===== config.mk =====
export PLATFORM = sky130hd
export DESIGN_NAME = reg_file
export DESIGN_NICKNAME = d
export VERILOG_FILES = /design/src/rtl/reg_file.sv
export SDC_FILE = /design/constraint.sdc
export NUM_CORES = 2
export LEC_CHECK = 0
export CORE_MARGIN = 2
export CORE_UTILIZATION = 55
export DETAILED_ROUTE_END_ITERATION = 7
export PLACE_DENSITY = 0.81
export SLEW_MARGIN = 30
export SYNTH_ARGS = -nofsm -noshare
export SYNTH_HDL_FRONTEND = slang
export SYNTH_SLANG_ARGS = --single-unit

===== constraint.sdc =====
create_clock -name clk_in -period 53 [get_ports clk_in]
set_input_delay 5.3 -clock clk_in [delete_from_list [all_inputs] [get_ports clk_in]]
set_output_delay 5.3 -clock clk_in [all_outputs]
set_load 0.02 [all_outputs]

===== src/rtl/reg_file.sv =====
// Architectural register file with per-register ROB rename tags (32 x 32b, x0 = 0).
// Latency: operand reads are combinational (0 cycles) from pre-edge state; updates land on the clock edge.
// Backpressure: rdy_in=0 freezes all state and ignores commit/rename inputs; reads keep working.
//
// Ports:
//   clk_in, rst_in (async, active-high), rdy_in   - clock, reset, global stall
//   rob_clear                                     - flush: drop every dependency tag
//   set_id/set_val/set_from_rob_id                - commit stream from the ROB (set_id=0: none)
//   set_dep_id/set_dep_Q                          - rename of a newly issued rd (set_dep_id=0: none)
//   rs1_id/rs2_id -> rs*_val/rs*_dep/rs*_Q        - decoder operand lookup
//   get_rob_id_1/2, rob_avail_1/2, rob_val_1/2    - ROB value lookup for still-renamed operands
module reg_file #(
   parameter int ROB_W = 4
) (
   input  logic             clk_in,
   input  logic             rst_in,
   input  logic             rdy_in,
   input  logic             rob_clear,
   input  logic [4:0]       set_id,
   input  logic [31:0]      set_val,
   input  logic [ROB_W-1:0] set_from_rob_id,
   input  logic [4:0]       set_dep_id,
   input  logic [ROB_W-1:0] set_dep_Q,
   input  logic [4:0]       rs1_id,
   input  logic [4:0]       rs2_id,
   output logic [31:0]      rs1_val,
   output logic [31:0]      rs2_val,
   output logic             rs1_dep,
   output logic             rs2_dep,
   output logic [ROB_W-1:0] rs1_Q,
   output logic [ROB_W-1:0] rs2_Q,
   output logic [ROB_W-1:0] get_rob_id_1,
   output logic [ROB_W-1:0] get_rob_id_2,
   input  logic             rob_avail_1,
   input  logic             rob_avail_2,
   input  logic [31:0]      rob_val_1,
   input  logic [31:0]      rob_val_2
);

   logic [31:0]      val_q  [32];
   logic [31:0]      val_d  [32];
   logic [31:0]      busy_q;
   logic [31:0]      busy_d;
   logic [ROB_W-1:0] tag_q  [32];
   logic [ROB_W-1:0] tag_d  [32];

   // Next state: commit, then rename, then flush. Later steps win on the same register.
   always_comb begin
      val_d  = val_q;
      busy_d = busy_q;
      tag_d  = tag_q;
      if (set_id != 5'd0) begin
         val_d[set_id] = set_val;
         // Only the youngest rename may release the register; an older commit just updates the value.
         if (busy_q[set_id] && (tag_q[set_id] == set_from_rob_id)) begin
            busy_d[set_id] = 1'b0;
         end
      end
      if ((set_dep_id != 5'd0) && !rob_clear) begin
         busy_d[set_dep_id] = 1'b1;
         tag_d[set_dep_id]  = set_dep_Q;
      end
      // Flush drops dependencies only; tags are left stale since busy=0 masks them.
      if (rob_clear) begin
         busy_d = '0;
      end
   end

   always_ff @(posedge clk_in or posedge rst_in) begin
      if (rst_in) begin
         for (int i = 0; i < 32; i++) begin
            val_q[i] <= '0;
            tag_q[i] <= '0;
         end
         busy_q <= '0;
      end else if (rdy_in) begin
         val_q  <= val_d;
         busy_q <= busy_d;
         tag_q  <= tag_d;
      end
   end

   // Two identical read ports, handled as a small array so the priority chain is written once.
   logic [4:0]       rd_id    [2];
   logic             rd_avail [2];
   logic [31:0]      rd_rob   [2];
   logic [31:0]      rd_val   [2];
   logic             rd_dep   [2];
   logic [ROB_W-1:0] rd_q     [2];

   always_comb begin
      rd_id[0]    = rs1_id;
      rd_id[1]    = rs2_id;
      rd_avail[0] = rob_avail_1;
      rd_avail[1] = rob_avail_2;
      rd_rob[0]   = rob_val_1;
      rd_rob[1]   = rob_val_2;
   end

   always_comb begin
      for (int n = 0; n < 2; n++) begin
         rd_val[n] = '0;
         rd_dep[n] = 1'b0;
         rd_q[n]   = '0;
         if (rd_id[n] != 5'd0) begin
            if (!busy_q[rd_id[n]]) begin
               rd_val[n] = val_q[rd_id[n]];
            end else if ((set_id == rd_id[n]) && (set_from_rob_id == tag_q[rd_id[n]])) begin
               // Producer is committing this very cycle: take its value straight off the commit bus.
               rd_val[n] = set_val;
            end else if (rd_avail[n]) begin
               rd_val[n] = rd_rob[n];
            end else begin
               rd_dep[n] = 1'b1;
               rd_q[n]   = tag_q[rd_id[n]];
            end
         end
      end
   end

   assign rs1_val      = rd_val[0];
   assign rs2_val      = rd_val[1];
   assign rs1_dep      = rd_dep[0];
   assign rs2_dep      = rd_dep[1];
   assign rs1_Q        = rd_q[0];
   assign rs2_Q        = rd_q[1];
   // Raw tag, ungated, so the ROB lookup can start before the busy check resolves.
   assign get_rob_id_1 = tag_q[rs1_id];
   assign get_rob_id_2 = tag_q[rs2_id];

endmodule

==> flow_summary.toml <==
[setup_path]
crit_fanout = 65
crit_path_start = "rs1_id[2]"
critPathLaunchType = "input pin"
ff2ff_setup_slack_ps = 49700
required_ps = 47700
reg2reg_depth = 7
slowest_stage = "buf_4"
arrival_ps = 10690
critPathKind = "input pin to output pin"
reg2reg_to = "busy_q[9]$_DFFE_PP0P_"
crit_chain = "buf_4 > buf_4 > mux4_2 > a32oi_1 > and4bb_2 > nor3_1 > a2111oi_4 > buf_4 > a41oi_1 > a211oi_2 > clkdlybuf4s50_1"
cp-end-kind = "output pin"
r2r_start = "tag_q[66]$_DFFE_PP0P_"
slowest_delay_ps = 780
cp_common_cell = "buf_4"

[sta]
rsz0062_at_grt = "no"
fmax_mhz = 62.5
setup_tns_ps = 0
tightest_slew_ps = 1160
setup_slack_ps = 37010
finalCriticalPeriod_ps = 15990
finalCritPeriodShare = 0.302
hold_viol_final = 0
maxSlewViolCount = 0
setup_violations = 0
fin_worst_skew_ps = 45.2
slew_headroom = 0.223

[hold_path]
min_to = "val_q[993]$_DFFE_PP0P_"
hold_class = "register to register"
worstHoldPathCells = 0
hp-start = "val_q[993]$_DFFE_PP0P_"

[clock_network]
htreeDepth = 3
cts_root_buf = "clkbuf_16"
cts_tree = "yes"
cts_buffers = 121
cts_hold_buf = 0
cts.sinks = 1184
postCtsSetupBuffers = 0
cts_resized = 0
clk_pin_slew_ps = 70
clock_path_buffers = 3
clk_latency_ps = 750

[synth]
synthTopCellsByArea = "dfrtp_1 (44%), mux2_2 (19%), mux4_2 (17%), mux2i_1 (5.7%), clkbuf_1 (2.1%)"
synth-compound-area-share = 0.0677
synth_xor_area_frac = 0.00208
synthMuxAreaShare = 0.414
synth.avg_cell_area_um2 = 13.6
synth_edf_count = 0
synth_most_common_cell = "dfrtp_1"
synth_commonest_cells = "dfrtp_1 (1,184), mux2_2 (1,147), mux4_2 (495)"
synth_top_family_by_area = "multiplexers"
synth_top_cell_by_area = "dfrtp_1"
async_reset_ff_frac = 1.00
synth_cells = 4963
synth_top_area_share = 0.440
ys_ff_latch = 1184
synth_nets = 5093
syn_area_um2 = 67400
ys_seq_area_frac = 0.440
synth-adder-area-share = 0
ys_types = 72
yosysWarnings = 0
synthSimpleGateAreaFrac = 0.0368
synth_ff_type = "dfrtp_1"

[grt]
antenna_found_initial = 10
grt_usage = 0.360
grt_pass1_vias = 49900
grt_max_degree = 180
grt_pass1_wl_um = 333000
overflow = 0

[placed_design]
hpwl_um = 131000
dp_slack_ps = 37230
gp_congestion = 0.995
place_area_um2 = 70500
portBuffers = 211

[detailed_routing]
post_drt_via_cell_ratio = 7.46
ant_nets = 0
vias = 49200
wirelength_um = 229000
firstDrtPassIters = 8
drtIter0Drc = 7283
drc = 1
post_drt_wl_per_cell_um = 34.6

[cells_and_area]
area_growth_pct = 11.3
design_area_um2 = 75000
drive_gt1_frac = 0.430
fillerInstances = 8868
fin_util = 0.617
fin_nets = 4998

[job]
maxCapViolations = 0

[pwr]
p_leak_nw = 32.2
power.density_nw_per_um2 = 36.6
total_power_mw = 2.74
ir_drop_mv = 0.0346

[outcome]
violations = "DRC"
status = "complete, but fails checks"

[die]
dieArea_um2 = 125000
rows = 128
boundaryPins = 212
dieHeight_um = 354
fp.coreArea_um2 = 122000
initial_core_util = 0.554
die_w_um = 354
## flip-flops by register name, summed over array words and instances, names as in the netlist
name and cells:
tag_q 128, val_q 1024, busy_q 32
## layer usage
layer  GRT usage  vias to the layer above  wire, um
li1            -                    18900         -
met1       0.463                    25400     80600
met2       0.536                     3911    101000
met3       0.121                     1005     31500
met4       0.205                        6     15300
met5           0                        -        41
## cell usage in the layout (no fill, tap or decap), types with 56 or more instances in the layout
| cell type | netlist | routed |
|---|---|---|
| nand3_1 | 67 | 67 |
| clkdlybuf4s50_1 | 0 | 186 |
| clkbuf_16 | 0 | 121 |
| a221oi_1 | 69 | 69 |
| o21ai_0 | 76 | 76 |
| nand2_1 | 161 | 153 |
| mux2_2 | 1147 | 1147 |
| dfrtp_1 | 1184 | 1184 |
| mux2i_1 | 387 | 387 |
| a31oi_1 | 61 | 61 |
| nor2_1 | 84 | 56 |
| mux4_2 | 495 | 495 |
| a21oi_1 | 145 | 144 |
| buf_4 | 42 | 118 |
## where the power goes
part / switching [mW] / total [mW] / internal [mW] / leakage (nW)
sequential: 0.131 / 1.20 / 1.07 / 15.3
clock: 0.392 / 0.950 / 0.559 / 2.19
combinational: 0.272 / 0.598 / 0.326 / 14.8
## area by class of cell
cell class / count / area (um2) / share of cell area
Clock inverter: 64 / 933 / 0.0124
Sequential cell: 1184 / 29600 / 0.395
Tap cell: 1625 / 2030 / 0.0271
Antenna cell: 4 / 10.0 / 0.000133
Inverter: 44 / 173 / 0.00230
Timing Repair Buffer: 345 / 3290 / 0.0438
Multi-Input combinational cell: 3172 / 35500 / 0.473
Clock buffer: 164 / 3480 / 0.0464
## through the flow
step,hold slack (ps),std cells
final,402,6602
after CTS,402,6593
after global placement,381,6361
after detailed placement,387,6365
after global routing,416,6599
after floorplan,445,4963
## logic make-up after synthesis
logic type / after synthesis
multiplexers: 2029
XOR/XNOR: 16
flip-flops: 1184
buffers and inverters: 607
AND/OR/NAND/NOR: 481
AO/OA/AOI/OAI: 646
## worst max path at each step
stage | endpoint | slack [ps] | depth (start not counted)
after global routing | rs2_Q[0] | 36930 | 12
after CTS | rs2_val[13] | 37210 | 12
final | rs1_val[23] | 37010 | 11
after global placement | rs2_val[13] | 37230 | 12
after detailed placement | rs2_val[13] | 37230 | 12
after floorplan | busy_q[0]$_DFFE_PP0P_ | 14350 | 1
## critical path: cells and delay by family
kind / cells / cell delay, ps
buf+inv: 4 / 2970
compound gates: 4 / 1320
simple gates: 2 / 430
mux: 1 / 420
Note: power is estimated with default switching activity, not from simulation.
